### config.mk
export PLATFORM = sky130hd
export DESIGN_NAME = poly_eval_bcd
export DESIGN_NICKNAME = d
export VERILOG_FILES = /design/src/rtl/poly_eval_bcd.sv
export SDC_FILE = /design/constraint.sdc
export NUM_CORES = 1
export LEC_CHECK = 0
export CAP_MARGIN = 20
export CORE_UTILIZATION = 60
export CTS_CLUSTER_DIAMETER = 60
export DETAILED_ROUTE_END_ITERATION = 16
export PLACE_DENSITY_LB_ADDON = 0.2
export SLEW_MARGIN = 25
export SYNTH_ARGS = -nofsm -noshare
export SYNTH_HDL_FRONTEND = slang
export SYNTH_SLANG_ARGS = --single-unit
### constraint.sdc
create_clock -name clk -period 6.5 [get_ports clk]
set_input_delay 0.975 -clock clk [delete_from_list [all_inputs] [get_ports clk]]
set_output_delay 0.975 -clock clk [all_outputs]
set_load 0.01 [all_outputs]
### src/rtl/poly_eval_bcd.sv
// poly_eval_bcd: Horner polynomial evaluator with serial double-dabble BCD result.
// Define POLY_SAT_EN to clamp the accumulator on overflow instead of wrapping.
module poly_eval_bcd #(
    parameter int IN_W   = 4,
    parameter int COEF_W = 8,
    parameter int DEG    = 3,
    parameter int OUT_W  = 20,
    parameter int DIGITS = 7
) (
    input  logic                  clk,
    input  logic                  reset_n,
    input  logic                  start,
    input  logic [IN_W-1:0]       x,
    input  logic                  coef_we,
    input  logic [3:0]            coef_addr,
    input  logic [COEF_W-1:0]     coef_data,
    output logic                  busy,
    output logic                  done_tick,
    output logic                  ovf,
    output logic [4*DIGITS-1:0]   bcd
);
    localparam int FW = OUT_W + IN_W + COEF_W;
    localparam int CW = (OUT_W > 16) ? $clog2(OUT_W) : 4;
    localparam logic [OUT_W-1:0] MAX = '1;
    localparam logic [3:0] DEG4 = 4'(DEG);

    typedef enum logic [1:0] {IDLE, EVAL, CONV, DONE} state_t;

    state_t                  state_q, state_d;
    logic [OUT_W-1:0]        acc_q, acc_d;
    logic [IN_W-1:0]         x_q, x_d;
    logic [CW-1:0]           cnt_q, cnt_d;
    logic                    ovf_q, ovf_d;
    logic                    ovf_out_q, ovf_out_d;
    logic [4*DIGITS-1:0]     dig_q, dig_d, bcd_q, bcd_d, dig_adj;
    logic [(DEG+1)*COEF_W-1:0] coef_q, coef_d;
    logic                    pend_q, pend_d;
    logic [3:0]              pend_addr_q, pend_addr_d;
    logic [COEF_W-1:0]       pend_data_q, pend_data_d;
    logic                    wr_en;
    logic [3:0]              wr_addr;
    logic [COEF_W-1:0]       wr_data;
    logic [FW-1:0]           full;
    logic                    big;

    for (genvar g = 0; g < DIGITS; g++) begin : g_adj
        assign dig_adj[4*g +: 4] = (dig_q[4*g +: 4] >= 4'd5) ? dig_q[4*g +: 4] + 4'd3 : dig_q[4*g +: 4];
    end

    assign full = FW'(acc_q) * FW'(x_q) + FW'(coef_q[cnt_q*COEF_W +: COEF_W]);
    assign big  = |full[FW-1:OUT_W];

    // A write accepted together with start is parked until DONE so the run sees the old coefficients.
    always_comb begin
        state_d     = state_q;
        acc_d       = acc_q;
        x_d         = x_q;
        cnt_d       = cnt_q;
        ovf_d       = ovf_q;
        ovf_out_d   = ovf_out_q;
        dig_d       = dig_q;
        bcd_d       = bcd_q;
        coef_d      = coef_q;
        pend_d      = pend_q;
        pend_addr_d = pend_addr_q;
        pend_data_d = pend_data_q;
        wr_en       = 1'b0;
        wr_addr     = coef_addr;
        wr_data     = coef_data;
        case (state_q)
            IDLE: begin
                wr_en = coef_we && coef_addr <= DEG4 && !start;
                if (start) begin
                    x_d         = x;
                    acc_d       = OUT_W'(coef_q[DEG*COEF_W +: COEF_W]);
                    cnt_d       = CW'(DEG == 0 ? OUT_W-1 : DEG-1);
                    ovf_d       = 1'b0;
                    dig_d       = '0;
                    state_d     = (DEG == 0) ? CONV : EVAL;
                    pend_d      = coef_we && coef_addr <= DEG4;
                    pend_addr_d = coef_addr;
                    pend_data_d = coef_data;
                end
            end
            EVAL: begin
                ovf_d = ovf_q | big;
`ifdef POLY_SAT_EN
                acc_d = (ovf_q || big) ? MAX : full[OUT_W-1:0];
`else
                acc_d = full[OUT_W-1:0];
`endif
                cnt_d = cnt_q - CW'(1);
                if (cnt_q == '0) begin
                    state_d = CONV;
                    cnt_d   = CW'(OUT_W-1);
                end
            end
            CONV: begin
                dig_d = {dig_adj[4*DIGITS-2:0], acc_q[OUT_W-1]};
                acc_d = acc_q << 1;
                cnt_d = cnt_q - CW'(1);
                if (cnt_q == '0) begin
                    state_d   = DONE;
                    bcd_d     = dig_d;
                    ovf_out_d = ovf_q;
                end
            end
            default: begin
                state_d = IDLE;
                wr_en   = pend_q;
                wr_addr = pend_addr_q;
                wr_data = pend_data_q;
                pend_d  = 1'b0;
            end
        endcase
        if (wr_en) coef_d[wr_addr*COEF_W +: COEF_W] = wr_data;
    end

    always_ff @(posedge clk or negedge reset_n) begin
        if (!reset_n) begin
            state_q     <= IDLE;
            acc_q       <= '0;
            x_q         <= '0;
            cnt_q       <= '0;
            ovf_q       <= 1'b0;
            ovf_out_q   <= 1'b0;
            dig_q       <= '0;
            bcd_q       <= '0;
            coef_q      <= '0;
            pend_q      <= 1'b0;
            pend_addr_q <= '0;
            pend_data_q <= '0;
        end else begin
            state_q     <= state_d;
            acc_q       <= acc_d;
            x_q         <= x_d;
            cnt_q       <= cnt_d;
            ovf_q       <= ovf_d;
            ovf_out_q   <= ovf_out_d;
            dig_q       <= dig_d;
            bcd_q       <= bcd_d;
            coef_q      <= coef_d;
            pend_q      <= pend_d;
            pend_addr_q <= pend_addr_d;
            pend_data_q <= pend_data_d;
        end
    end

    assign busy      = state_q != IDLE;
    assign done_tick = state_q == DONE;
    assign ovf       = ovf_out_q;
    assign bcd       = bcd_q;
endmodule

Word-level counts from Yosys, hierarchy flattened
Cells that the tools add are included.
{ "op_classes": {"addsub": 10, "mul": 1, "n_lt_le_gt_ge": 8, "n_eq_ne": 6, "n_shift": 3, "muxes": 26, "bitwise": 2, "reduce_logical": 19} }
{ "ops": {"columns": ["op", "n"], "rows": [
  ["20-bit case mux with 3 select lines", 1],
  ["28-bit case mux with 2 select lines", 1],
  ["7-bit negator with 34-bit output", 1],
  ["8-bit by 34-bit variable shift with 32-bit output, first input constant", 1],
  ["8-bit by 34-bit indexed part select with 32-bit output", 1],
  ["32-bit bitwise mux", 1],
  ["32-bit by 9-bit indexed part select with 8-bit output", 1],
  ["4-bit by 3-bit >= comparator with 1-bit output, second input constant", 7],
  ["28-bit 2-to-1 mux", 1],
  ["4-bit 2-to-1 mux", 7],
  ["24-bit by 8-bit adder with 25-bit output", 1],
  ["4-bit by 2-bit adder with 4-bit output, second input constant", 6],
  ["20-bit by 4-bit multiplier with 24-bit output", 1],
  ["20-bit 2-to-1 mux", 1],
  ["5-bit case mux with 3 select lines", 1],
  ["2-bit AND reduction", 6],
  ["12-bit OR reduction", 1],
  ["5-bit 2-to-1 mux", 2],
  ["8-bit 2-to-1 mux", 1],
  ["2-bit 2-to-1 mux", 3],
  ["2-bit != test, second input constant", 3],
  ["1-bit case mux with 2 select lines", 3],
  ["2-bit case mux with 3 select lines", 1],
  ["2-bit nonzero test", 3],
  ["other kinds (17)", 20]
]} }
{ "totals": {"reg_bits": 134, "in_bits": 20, "out_inout_bits": 31, "elab_cells": 87} }

Logic depth before layout (Yosys ltp)
{ "depth": {"word_depth": 6, "mapped_depth": 16} }

Least setup slack after synthesis
No wires, ideal clock.
{ "synth_timing": {"kind": "register -> register", "startpoint": "register x_q[2]", "endpoint": "register ovf_q", "arrival_time_ps": 4157, "path_slack_ps": 2254, "path_stages_with_launch": 16, "path_cell_list": "dfrtp_1 -> clkbuf_1 -> nand2_1 -> fa_1 -> inv_1 -> fa_1 -> fa_1 -> ha_1 -> a21oi_1 -> nor2_1 -> o41a_1 -> a21o_1 -> a31o_1 -> o21ai_1 -> mux2_1 -> a41oi_1"} }
{ "synth_between": {"elab_chain_cells": 5} }
{ "synth_rtl": {"columns": ["element", "line_no", "source"], "rows": [
  ["start, declared", "31", "logic [IN_W-1:0] x_q, x_d;"],
  ["start signal, assigned", "123", "x_q <= '0;"],
  ["start signal, assigned", "136", "x_q <= x_d;"],
  ["20-bit by 4-bit multiplier with 24-bit output", "50", "assign full = FW'(acc_q) * FW'(x_q) + FW'(coef_q[cnt_q*COEF_W +: COEF_W]);"],
  ["24-bit by 8-bit adder with 25-bit output", "50", null],
  ["12-bit OR reduction", "51", "assign big = |full[FW-1:OUT_W];"],
  ["1-bit OR", "86", "ovf_d = ovf_q | big;"],
  ["1-bit case mux with 2 select lines", "70", "case (state_q)"],
  ["end signal, assigned", "138", "ovf_q <= ovf_d;"],
  ["end, declared", "33", "logic ovf_q, ovf_d;"]
]} }
No other way between the ends.
A chain may end at the register's enable or synchronous reset.

Worst setup path in the final report
{ "layout_timing": {"startpoint": "register x_q[3]", "endpoint": "register ovf_q"} }
The elaborated chain is that of the path after synthesis.

==> flow_summary.yaml <==
status:
  status: "finished clean"
clock_network:
  hold_buffers: 0
  path_clk_slew_ns: 0.06
  cts_made_buffers: 17
  clk_path_buf_depth: 2
  tritoncts: "done"
  cts.sinks: 134
  clk-insertion-delay-late_ns: 0.42
  htree_num_levels: 4
  post_cts_buffers: 0
  root_buffer: "clkbuf_16"
  ctsResizeCount: 0
floorplanning:
  design.core.area_sq_um: 15300
  initial_core_util_pct: 61.7
  num_rows: 45
  pin_count: 51
  die-height_um: 128
  die_area_sq_um: 16300
  die_w_um: 128
global_routing:
  first_global_vias: 6978
  grt_use_total_pct: 27.5
  grt_max_degree: 76
  antenna_found_initial: 0
  grt_overflow: 0
  grt_pass1_wl_um: 35100
logic_synthesis:
  syn_area_per_cell_sq_um: 9.65
  syn_inst: 980
  yosys_warnings: 0
  ys_seq_elements: 134
  yosysTopAreaCell: "dfrtp_1"
  seq_area_frac_synth_pct: 35.5
  synth_cell_type_count: 54
  yosys.area.top_type_share_pct: 35.5
  synthesis.nets: 1112
  synthTopCellsByArea: "dfrtp_1, ha_1, fa_1, nand2_1, o21ai_0"
  synth_area_sq_um: 9450
  synth_edf_count: 0
  synthFlopType: "dfrtp_1"
  ys_async_sr_fraction_pct: 100
layout:
  most-common-layout-cells: "nand2_1, dfrtp_1, o21ai_0"
  num-nets-final: 1142
  antenna_cells: 0
  final_common_cell: "nand2_1"
  area_growth_pct: 13.6
  layout-drive-gt1-share_pct: 8.90
  stdcell_count: 1234
pwr:
  p_leak_nw: 5.06
  ir_drop_mv: 0.265
  p_per_area_nw_per_um2: 325
  p_total_w: 0.00349
placed_design:
  place.gp.congestion: 0.893
  placed_cells: 1202
  place_hpwl_um: 14400
  port_buffers: 50
worst_setup_path:
  rr_worst_depth: 14
  worst_setup_path_start_kind: "register"
  r2r_start: "x_q[3]"
  cpPeakStageDelay_ns: 0.74
  cp_slowest_cell: "dfrtp_1"
  end_kind: "register"
  crit_chain: "nand2_1 > fa_1 > inv_1 > fa_1 > fa_1 > ha_1 > a21oi_1 > nor2_1 > o41a_1 > a21o_1 > a31o_1 > o21ai_1 > mux2_1 > a41oi_1"
  path_max_fanout: 21
  r2r_end: "ovf_q"
  arrival_ns: 5.09
  r2r_slack_ns: 1.73
  worst-setup-path-type: "reg -> reg"
  cp.required_ns: 6.82
  cpMostUsedCell: "fa_1"
sta:
  min_period_over_period_pct: 73.4
  drv_slew: 0
  rsz0062_at_grt: "false"
  final-setup-viol-count: 0
  tightest_slew_ns: 0.819
  fin_tns_setup_ns: 0
  slew_headroom_pct: 43.8
  hold_viol_final: 0
  timing.fmax_mhz: 210
  min_period_ns: 4.77
  skew_ns: 0.00830
drt:
  ant_nets: 0
  viasPerCell: 5.81
  drt-wirelength-per-cell_um: 16.8
  drt_iter0_markers: 388
  wl_um: 20700
  drc: 0
  firstDrtPassIters: 4
  vias: 7174
min_path:
  worstHoldPathType: "reg -> reg"
  worstHoldPathCells: 2
  hold_start: "bcd[17]"
  min_to: "bcd[17]"
flow_run:
  cap_violations: 0
[cells in the mapped netlist (all sizes together) (2+ instances only)]
| library cell | instances |
|---|---|
| inv | 67 |
| nand3 | 8 |
| o21bai | 2 |
| dfrtp | 134 |
| o2111ai | 3 |
| o31ai | 9 |
| ha | 69 |
| mux2 | 63 |
| a211oi | 6 |
| a221o | 3 |
| nor4 | 3 |
| a22oi | 12 |
| buf | 6 |
| a21oi | 37 |
| nand2 | 141 |
| nor3b | 7 |
| nor2b | 7 |
| xnor2 | 18 |
| a31oi | 5 |
| o21ai | 101 |
| nor3 | 16 |
| mux4 | 8 |
| or2 | 2 |
| o31a | 2 |
| a21o | 8 |
| mux2i | 8 |
| a221oi | 3 |
| and2 | 56 |
| nor2 | 41 |
| xor2 | 5 |
| and3 | 12 |
| clkbuf | 38 |
| fa | 43 |
| nand2b | 17 |
| a21boi | 7 |
[power breakdown]
group,leakage (nW),switching [W],internal (W)
Sequential,1.80,0.000174,0.000941
Combinational,2.93,0.000793,0.000494
Clock,0.324,0.000387,0.000698
Total,5.06,0.00135,0.00213
[per-stage QoR]
| stage | instance area [sq um] | hold slack [ns] | setup slack, ns | utilization, % |
|---|---|---|---|---|
| 3_5_place_dp | 10100 | 0.469 | 1.71 | 65.8 |
| 4_1_cts | 10700 | 0.483 | 1.72 | 70.1 |
| 6_report | 10700 | 0.476 | 1.73 | 70.1 |
| 3_3_place_gp | 10100 | 0.460 | 1.90 | 65.8 |
| 2_1_floorplan | 9450 | 0.450 | 2.25 | - |
| 5_1_grt | 10700 | 0.491 | 1.39 | 70.1 |
[final cells by class]
type | instances | area (sq um)
tap | 211 | 264
clock buffer | 19 | 443
multi-input combinational | 735 | 5670
fill | 1180 | 4580
inverter | 67 | 251
clock inverter | 13 | 219
sequential | 134 | 3350
timing repair buffer | 55 | 539
[sequential cells by signal, indices dropped and copies added, names as in the netlist, 2 cells and up]
register / cells
acc_q: 20
bcd: 28
cnt_q: 5
coef_q: 32
dig_q: 28
pend_addr_q: 4
pend_data_q: 8
state_q: 2
x_q: 4
[worst max-delay path by stage]
stage	start	end	slack [ns]	depth (start not counted)
finish	x_q[3]	ovf_q	1.73	14
global route	x_q[2]	ovf_q	1.39	14
CTS	x_q[2]	ovf_q	1.72	14
detailed placement	x_q[2]	ovf_q	1.71	14
global placement	x_q[3]	ovf_q	1.90	14
floorplan	x_q[2]	ovf_q	2.25	15
[cell families (layout without fill, tap and decap cells)]
| logic type | after synthesis | after routing | share of synthesized area, % |
|---|---|---|---|
| AOI/OAI and AO/OA | 207 | 207 | 13.1 |
| xor gates and xnor gates | 23 | 23 | 2.13 |
| DFF | 134 | 134 | 35.5 |
| adders and majority gates | 112 | 112 | 18.2 |
| muxes | 79 | 79 | 10.6 |
| and+or+nand+nor | 314 | 314 | 15.9 |
| buffers and inverters | 111 | 154 | 4.65 |
[worst max-delay path, delay by kind of cell (launching register included)]
kind	cells	cell delay (ns)
adders and majority gates	4	1.94
buffers and inverters	1	0.06
AOI/OAI and AO/OA	6	1.36
DFF	1	0.74
and+or+nand+nor	2	0.23
muxes	1	0.33
[metal layers]
metal	global-route usage [%]	wire length [um]	up-vias	part of all wire, %
met5	0	0	-	0
met4	8.33	402	0	1.9
met2	44.6	9920	177	48
met3	4.82	948	30	4.6
met1	38.0	9440	3552	46
li1	-	-	3415	-
(Power assumes the default switching activity.)
